### src/rtl/rv_dec_pkg.sv
// Shared decode definitions: RV32I base opcodes, the canonical NOP and the fetch->decode entry layout.
package rv_dec_pkg;

   localparam logic [6:0] OPC_LOAD   = 7'b0000011;
   localparam logic [6:0] OPC_STORE  = 7'b0100011;
   localparam logic [6:0] OPC_BRANCH = 7'b1100011;
   localparam logic [6:0] OPC_JAL    = 7'b1101111;
   localparam logic [6:0] OPC_JALR   = 7'b1100111;
   localparam logic [6:0] OPC_OPIMM  = 7'b0010011;
   localparam logic [6:0] OPC_OP     = 7'b0110011;
   localparam logic [6:0] OPC_LUI    = 7'b0110111;
   localparam logic [6:0] OPC_AUIPC  = 7'b0010111;

   localparam logic [31:0] NOP_ENC = 32'h00000013;

   typedef struct packed {
      logic [31:0] inst;
      logic [31:0] pc;
   } ifid_entry_t;

   function automatic logic opc_known(input logic [6:0] opc);
      return (opc == OPC_LOAD)  || (opc == OPC_STORE) || (opc == OPC_BRANCH) ||
             (opc == OPC_JAL)   || (opc == OPC_JALR)  || (opc == OPC_OPIMM)  ||
             (opc == OPC_OP)    || (opc == OPC_LUI)   || (opc == OPC_AUIPC);
   endfunction

endpackage

### src/rtl/dec_receive_imm_gen.sv
// Combinational RV32I immediate generator; zero for R-type and unknown opcodes.
// Shared with the execute stage, so it must stay free of any decode-side state.
module imm_gen
   import rv_dec_pkg::*;
(
   input  logic [31:0] inst,
   output logic [31:0] imm
);

   always_comb begin
      imm = 32'h0;
      case (inst[6:0])
         OPC_LOAD, OPC_OPIMM, OPC_JALR:
            imm = {{20{inst[31]}}, inst[31:20]};
         OPC_STORE:
            imm = {{20{inst[31]}}, inst[31:25], inst[11:7]};
         OPC_BRANCH:
            imm = {{19{inst[31]}}, inst[31], inst[7], inst[30:25], inst[11:8], 1'b0};
         OPC_LUI, OPC_AUIPC:
            imm = {inst[31:12], 12'h0};
         OPC_JAL:
            imm = {{11{inst[31]}}, inst[31], inst[19:12], inst[20], inst[30:21], 1'b0};
         default:
            imm = 32'h0;
      endcase
   end

endmodule

### src/rtl/dec_receive.sv
// Decode receiver: 2-entry skid buffer (push->head latency 1, fetch_ready low only when full), flush wins over push/pop.
// Define DEC_STATS_EN to add saturating issued/bubble counters.
module dec_receive
   import rv_dec_pkg::*;
#(
   parameter int          NUM_INST = 128,
   parameter logic [31:0] NOP_INST = NOP_ENC
) (
   input  logic        clk,
   input  logic        rstn,
   input  logic [63:0] fetch_dec_reg,
   input  logic        fetch_valid,
   output logic        fetch_ready,
   input  logic        flush,
   input  logic        dec_ready,
   output logic        dec_valid,
   output logic [31:0] dec_pc,
   output logic [31:0] dec_inst,
   output logic [6:0]  opcode,
   output logic [4:0]  rd,
   output logic [2:0]  funct3,
   output logic [4:0]  rs1,
   output logic [4:0]  rs2,
   output logic [6:0]  funct7,
   output logic [31:0] imm,
   output logic        dec_illegal
`ifdef DEC_STATS_EN
   ,
   output logic [31:0] stat_issued,
   output logic [31:0] stat_bubbles
`endif
);

   localparam logic [30:0] NUM_INST_L = 31'(NUM_INST);

   ifid_entry_t ent_q [2];
   ifid_entry_t ent_d [2];
   logic        head_q, head_d;
   logic [1:0]  count_q, count_d;
   logic        push, pop;
   ifid_entry_t head_ent;

   assign fetch_ready = (count_q != 2'd2);
   assign dec_valid   = (count_q != 2'd0);
   assign push        = fetch_valid & fetch_ready;
   assign pop         = dec_valid & dec_ready;
   assign head_ent    = ent_q[head_q];

   always_comb begin
      ent_d   = ent_q;
      head_d  = head_q;
      count_d = count_q;
      if (flush) begin
         count_d = 2'd0;
      end else begin
         // Tail slot is head + count (mod 2); never reached with count=2.
         if (push)
            ent_d[head_q ^ count_q[0]] = ifid_entry_t'(fetch_dec_reg);
         if (pop)
            head_d = ~head_q;
         if (push && !pop)
            count_d = count_q + 2'd1;
         else if (pop && !push)
            count_d = count_q - 2'd1;
      end
   end

   always_ff @(posedge clk) begin
      if (!rstn) begin
         ent_q[0] <= '0;
         ent_q[1] <= '0;
         head_q   <= 1'b0;
         count_q  <= 2'd0;
      end else begin
         ent_q    <= ent_d;
         head_q   <= head_d;
         count_q  <= count_d;
      end
   end

   assign dec_inst = dec_valid ? head_ent.inst : NOP_INST;
   assign dec_pc   = dec_valid ? head_ent.pc   : 32'h0;
   assign opcode   = dec_inst[6:0];
   assign rd       = dec_inst[11:7];
   assign funct3   = dec_inst[14:12];
   assign rs1      = dec_inst[19:15];
   assign rs2      = dec_inst[24:20];
   assign funct7   = dec_inst[31:25];

   imm_gen u_imm_gen (
      .inst (dec_inst),
      .imm  (imm)
   );

   assign dec_illegal = dec_valid &
                        (!opc_known(dec_inst[6:0]) || (dec_inst[1:0] != 2'b11) ||
                         (dec_pc[1:0] != 2'b00) || ({1'b0, dec_pc[31:2]} >= NUM_INST_L));

`ifdef DEC_STATS_EN
   logic [31:0] issued_q, issued_d;
   logic [31:0] bubbles_q, bubbles_d;

   always_comb begin
      issued_d  = issued_q;
      bubbles_d = bubbles_q;
      if (pop && issued_q != 32'hFFFF_FFFF)
         issued_d = issued_q + 32'd1;
      if (dec_ready && !dec_valid && bubbles_q != 32'hFFFF_FFFF)
         bubbles_d = bubbles_q + 32'd1;
   end

   always_ff @(posedge clk) begin
      if (!rstn) begin
         issued_q  <= 32'h0;
         bubbles_q <= 32'h0;
      end else begin
         issued_q  <= issued_d;
         bubbles_q <= bubbles_d;
      end
   end

   assign stat_issued  = issued_q;
   assign stat_bubbles = bubbles_q;
`endif

endmodule

### config.mk
export PLATFORM = sky130hd
export DESIGN_NAME = dec_receive
export DESIGN_NICKNAME = d
export VERILOG_FILES = /design/src/rtl/rv_dec_pkg.sv /design/src/rtl/dec_receive_imm_gen.sv /design/src/rtl/dec_receive.sv
export SDC_FILE = /design/constraint.sdc
export NUM_CORES = 1
export LEC_CHECK = 0
export CORE_MARGIN = 2
export CORE_UTILIZATION = 34
export CTS_CLUSTER_DIAMETER = 80
export DETAILED_ROUTE_END_ITERATION = 8
export SETUP_SLACK_MARGIN = 0.2
export SKIP_LAST_GASP = 1
export SLEW_MARGIN = 5
export SYNTH_ARGS = -nofsm -noshare
export SYNTH_HDL_FRONTEND = slang
export SYNTH_SLANG_ARGS = --single-unit
### constraint.sdc
create_clock -name clk -period 2.3 [get_ports clk]
set_input_delay 0.23 -clock clk [delete_from_list [all_inputs] [get_ports clk]]
set_output_delay 0.23 -clock clk [all_outputs]
set_load 0.02 [all_outputs]
==> results of run 1 <==
-- what timing repair did --
item                       in CTS  in global routing
setup endpoints to repair     131                106
cloned                          5                  0
setup buffers                  63                 17
pin swaps                      29                 36
gates resized for setup       713                150
-- power by group --
| part | switching (W) | internal, W | leakage, nW | total (W) |
|---|---|---|---|---|
| registers | 0.0000685 | 0.00237 | 1.07 | 0.00244 |
| logic | 0.000779 | 0.000740 | 3.27 | 0.00152 |
| clock network | 0.000996 | 0.00170 | 0.281 | 0.00270 |
| total | 0.00184 | 0.00481 | 4.62 | 0.00665 |
-- per-layer routing --
layer / up-vias / GRT usage, % / share of wire [%]
met5: - / 0 / 0
met4: 0 / 6.76 / 1.7
met3: 28 / 4.11 / 5.9
met2: 232 / 38.1 / 50
met1: 3186 / 27.8 / 43
li1: 3395 / - / -
-- area by class of cell --
| type | instances | area (µm²) |
|---|---|---|
| well taps | 265 | 332 |
| multi-input cells | 615 | 4380 |
| repair buffers | 374 | 3570 |
| clock inverters | 8 | 101 |
| inverters | 14 | 57.6 |
| fillers | 1700 | 7770 |
| flip-flops and latches | 131 | 2630 |
| clock buffers | 23 | 488 |
-- final timing paths --
check                  from  slack (ns)         to
hold reg to reg   ent_q[66]        0.46  ent_q[66]
setup reg to reg     head_q        0.29  ent_q[59]
hold / removal         rstn        0.38     head_q
setup / recovery     head_q       -0.53    imm[11]
-- cells in the mapped netlist (4+ instances only) --
master | instances | area (µm²)
mux2_2 | 14 | 158
a21boi_0 | 130 | 976
or4_1 | 5 | 37.5
buf_4 | 35 | 263
nor2_1 | 63 | 236
nand2_1 | 273 | 1020
a21oi_1 | 7 | 35.0
o31ai_1 | 9 | 67.6
inv_1 | 14 | 52.6
or3_1 | 5 | 31.3
dfxtp_1 | 131 | 2620
buf_2 | 19 | 95.1
mux2i_1 | 51 | 510
nor4_1 | 4 | 25.0
o21ai_0 | 15 | 75.1
o32ai_1 | 5 | 43.8
clkbuf_1 | 32 | 120
-- through the flow --
step                cell area (µm²)  setup WS [ns]
detailed placement             9290         -0.811
finish                        11600         -0.527
global route                  11600         -0.592
floorplan                      6740         0.0627
global placement               9290         -0.652
CTS                           11000         -0.493
-- worst reg2reg max path, stage by stage (launching register included) --
cell and delay [ns]:
dfxtp_4 0.38, buf_6 0.13, buf_16 0.13, buf_4 0.14, xnor2_1 0.16, or3_2 0.48, buf_4 0.25, nand2_1 0.12
a21boi_0 0.09
-- sequential cells by signal, indices dropped and copies added (netlist names) --
register  count
ent_q       128
count_q       2
head_q        1
-- cells by family after synthesis --
| logic type | Yosys count | synth area share (%) |
|---|---|---|
| simple gates | 368 | 22.2 |
| compound gates | 176 | 19.2 |
| flops | 131 | 39.3 |
| buf+inv | 105 | 8.57 |
| mux | 65 | 10.0 |
| xor+xnor | 4 | 0.525 |
| fa+ha+maj | 1 | 0.187 |
==> summary.txt, run 1 <==
Classification of the worst-slack hold path: input port to register
Nets: 1223
Max Freq: 0.354 GHz
Die Y: 144 µm
Post-synthesis instance total: 850
Number of top-level pins: 200
Placer's final routability congestion estimate: 0.844
Worst-case setup margin in the final layout: -0.527 ns
Number of inserted diodes: 0
WL/cell: 16.4 µm
Top flip-flop cell by instance count after synthesis: dfxtp_1
Crit path arrival time: 2.60 ns
Overall routed net length: 23500 µm
Worst endpoint required time: 2.07 ns
Minimum clock period: 2.83 ns
Worst Setup Start Kind: register
Final Instance Count excl. Fillers: 1430
Max-Slew Margin vs Limit: 57.6%
Total of warnings raised by yosys: 0
Unrepaired setup endpoints after global routing: true
Via count: 6841
Least-Margin Pin Slew: 0.637 ns
Number of library cell types mapped by synthesis: 42
Final setup vio count: 48
Setup CP Type: register to output port
First-pass GRT wire length: 35300 µm
Setup crit end kind: output port
Number of H-tree branching levels: 4
Max-cap violations: 0
Clock Tree Root: clkbuf_16
First drt pass iteration count: 5
Slowest-stage cell, CP: dfxtp_4
TritonCTS clock tree: yes
Total power per unit cell area: 576 nW/µm²
Post-synthesis cell area: 6670 µm²
Top library cells by usage in the layout, fill and taps aside: nand2_1 (260), buf_4 (133), a21boi_0 (129)
Leakage Power: 4.62 nW
Highest net fanout along the worst path: 7
FP Rows: 51
Sequential fraction of the synthesis area: 39.3%
Pin count of the biggest net entering global routing: 52
Average cell area after synthesis: 7.85 µm²
Number of buffers on the longest clock path: 2
DRC marker count from the first detailed-route iteration: 403
Fin. Hold Viols: 0
Area inside the core boundary: 19300 µm²
Stage delay of the slowest cell on the critical path: 0.41 ns
Number of global-route vias before repair: 6687
Final cycle utilization of the critical path: 123%
Average via count per standard cell: 4.78
Largest delay share family, worst path: buffers and inverters
Worst ir drop on vdd: 533 µV
Instance count along the most critical hold path: 2
Synth Register Bits: 131
Buffers & Inverters on Critical Path: 5
CP Cell Sequence: buf_6 -> buf_12 -> buf_4 -> mux2i_4 -> nor2_4 -> buf_6 -> o32ai_2 -> nand2_1 -> o21ai_1 -> buf_4
Horizontal die dimension: 144 µm
Synthesis-to-layout area growth: 73.2%
Finished Core Util: 59.8%
Post-route DRC: 0
Hold buffer count at CTS: 0
Total count of max-transition violations in the final report: 0
Run status: complete, but fails checks
Share of async-settable or async-resettable flops after synthesis: 0%
Crit path depth: 10
Sum Neg Setup Slack: -14.51 ns
Antenna Violating Nets Remaining: 0
Area enclosed by the die boundary: 20800 µm²
Total grt overflow: 0
Violations in the final reports: setup timing
Placed insts: 1314
FF-to-FF path depth: 8
Total GRT Usage: 22.0%
Most common cell after layout, fill and taps aside: nand2_1
Post-synth EDFFs: 0
Hold WS: 0.382 ns
DP Wirelength: 14500 µm
Starting density of the core: 34.5%
Syn nets: 920
Number of buffers created by CTS: 17
Clock transition at the registers of the reported paths: 0.05 ns
Worst clock skew: 0.00512 ns
Share of post-route cells with drive strength above 1: 39.6%
Skew-Pair Late Insertion Delay: 0.42 ns
Total power draw: 0.00665 W
I/O Buffers: 199
Clock sink count: 131
Number of antenna violations at the first check in global routing: 0
Power figures use the tool's default switching activity.
==> run 2, diff against run 1 <==
--- a/config.mk
+++ b/config.mk
@@ -5,10 +5,12 @@
 export SDC_FILE = /design/constraint.sdc
 export NUM_CORES = 1
 export LEC_CHECK = 0
+export ABC_AREA = 0
 export CORE_MARGIN = 2
-export CORE_UTILIZATION = 34
+export CORE_UTILIZATION = 48
 export CTS_CLUSTER_DIAMETER = 80
 export DETAILED_ROUTE_END_ITERATION = 8
+export PLACE_DENSITY = 0.81
 export SETUP_SLACK_MARGIN = 0.2
 export SKIP_LAST_GASP = 1
 export SLEW_MARGIN = 5
==> summary.txt, run 2 (synthesized netlist as in run 1, its figures left out) <==
Minimum clock period: 2.77 ns (-0.0587 ns)
Number of global-route vias before repair: 6190 (-7.4%)
Overall routed net length: 22900 µm (-2.5%)
Placer's final routability congestion estimate: 0.823 (-2.5%)
Slowest-stage cell, CP: or4_4
Area inside the core boundary: 13700 µm² (-29%)
Max-Slew Margin vs Limit: 69.6% (+12 points)
FP Rows: 43 (-16%)
Skew-Pair Late Insertion Delay: 0.42 ns (about the same)
Unrepaired setup endpoints after global routing: true
Synthesis-to-layout area growth: 56.2%
Fin. Hold Viols: 0 (unchanged)
Number of inserted diodes: 0 (unchanged)
Pin count of the biggest net entering global routing: 131 (+150%)
Hold buffer count at CTS: 0 (unchanged)
Classification of the worst-slack hold path: input port to register
Max-cap violations: 0 (unchanged)
First-pass GRT wire length: 31200 µm (-12%)
Number of antenna violations at the first check in global routing: 0 (unchanged)
CP most frequent cell: buf_8
DP Wirelength: 13600 µm (-6.3%)
Worst Setup Start Kind: register
Clock transition at the registers of the reported paths: 0.06 ns (about the same)
Post-route DRC: 0 (unchanged)
Total power per unit cell area: 635 nW/µm² (+10%)
Flip-flop count of the largest register, all copies and words added: 128 (unchanged)
Number of buffers on the longest clock path: 2 (unchanged)
Setup slack on the worst flop-to-flop path: 0.30 ns (about the same)
Worst setup slack before clock tree synthesis: -0.515 ns (+0.295 ns)
Share of post-route cells with drive strength above 1: 33.3% (-6.3 points)
Total placed instance area: 9100 µm² (-2.0%)
Starting density of the core: 48.6% (+14 points)
Global route hottest layer: met2
Violations in the final reports: setup timing
CP Cell Sequence: buf_8 -> buf_8 -> mux2i_4 -> nor2_2 -> or4_4 -> nor4_4 -> o2111ai_2 -> buf_6
Most flop-heavy register: ent_q
Highest net fanout along the worst path: 7 (unchanged)
Leading registers by flop count: ent_q (128), count_q (2), head_q (1)
Top library cells by usage in the layout, fill and taps aside: nand2_1 (259), dfxtp_1 (130), a21boi_0 (129)
DRC marker count from the first detailed-route iteration: 436 (+8.2%)
Clock Tree Root: clkbuf_16
Final setup vio count: 35 (-27%)
Final cycle utilization of the critical path: 120% (-2.6 points)
Crit path arrival time: 2.54 ns (-0.06 ns)
Horizontal die dimension: 122 µm (-15%)
HP Start: rstn
Via count: 6881 (+0.58%)
Average via count per standard cell: 5.31 (+11%)
Clock sink count: 131 (unchanged)
Worst-case setup margin in the final layout: -0.468 ns (+0.0587 ns)
Nets: 1173 (-4.1%)
Most common cell after layout, fill and taps aside: nand2_1
Leakage Power: 4.26 nW (-7.7%)
Max Freq: 0.361 GHz (+2.1%)
Setup crit end kind: output port
Met2 usage in global routing: 46.8% (+8.6 points)
WL/cell: 17.7 µm (+7.7%)
Worst endpoint required time: 2.07 ns (about the same)
Total grt overflow: 0 (unchanged)
Stage delay of the slowest cell on the critical path: 0.54 ns (+0.13 ns)
Worst clock skew: 0.00765 ns (+0.00253 ns)
Launching element of the worst setup path: head_q
I/O Buffers: 199 (unchanged)
Die Y: 122 µm (-15%)
Number of H-tree branching levels: 4 (unchanged)
Area enclosed by the die boundary: 14900 µm² (-28%)
Post-route design area: 10400 µm² (-9.8%)
Met3 Use GR: 7.21% (+3.1 points)
Hold WS: 0.391 ns (+0.00944 ns)
Largest delay share family, worst path: simple AND/OR/NAND/NOR gates
Worst ir drop on vdd: 459 µV (-14%)
TritonCTS clock tree: yes
Buffers & Inverters on Critical Path: 3 (-2)
Antenna Violating Nets Remaining: 0 (unchanged)
Total GRT Usage: 26.8% (+4.8 points)
Number of buffers created by CTS: 17 (unchanged)
Met1 global-route usage: 33.1% (+5.3 points)
First drt pass iteration count: 5 (unchanged)
Origin of the critical flop-to-flop path: head_q
Number of top-level pins: 200 (unchanged)
Setup CP Type: register to output port
Sum Neg Setup Slack: -12.43 ns (+2.09 ns)
Run status: complete, but fails checks
Least-Margin Pin Slew: 0.457 ns (-0.180 ns)
Total count of max-transition violations in the final report: 0 (unchanged)
==> run 2: final timing paths <==
check,cells after the start,endpoint
hold reg to reg,2,ent_q[122]
setup reg to reg,8,ent_q[49]
hold / removal,3,ent_q[20]
setup / recovery,8,dec_illegal
==> run 2: final cells by class <==
cell class | instances | area, µm²
flip-flops and latches | 131 | 2630
repair buffers | 325 | 2770
multi-input cells | 614 | 4130
clock buffers | 20 | 467
well taps | 180 | 225
fillers | 936 | 3300
inverters | 14 | 52.6
clock inverters | 11 | 153
==> run 2: through the flow <==
| step | power, W | utilization, % | cells |
|---|---|---|---|
| 5_1_grt | 0.00685 | 76.0 | 1295 |
| 3_3_place_gp | 0.00356 | 66.4 | 1218 |
| 2_1_floorplan | 0.00308 | - | 850 |
| 6_report | 0.00662 | 76.0 | 1295 |
| 3_5_place_dp | 0.00359 | 66.4 | 1218 |
| 4_1_cts | 0.00644 | 71.8 | 1260 |
==> run 2: worst min-delay path: stages <==
cell,delay (ns)
buf_2,0.11
buf_12,0.23
a21boi_0,0.17
==> run 2: power breakdown <==
group          total, W  internal, W  switching [W]
logic           0.00136     0.000637       0.000723
registers       0.00244      0.00237      0.0000714
clock network   0.00282      0.00179        0.00103
==> run 2: layer usage <==
metal	wire, µm	vias up
li1	-	3299
met1	9280	3284
met2	11500	254
met3	1580	44
met4	493	0
met5	0	-
==> run 2: what timing repair did <==
item,in CTS,in global routing
setup buffers,10,34
pin swaps,7,22
cloned,1,1
resized for setup,280,316
endpoints found under the setup margin,130,152
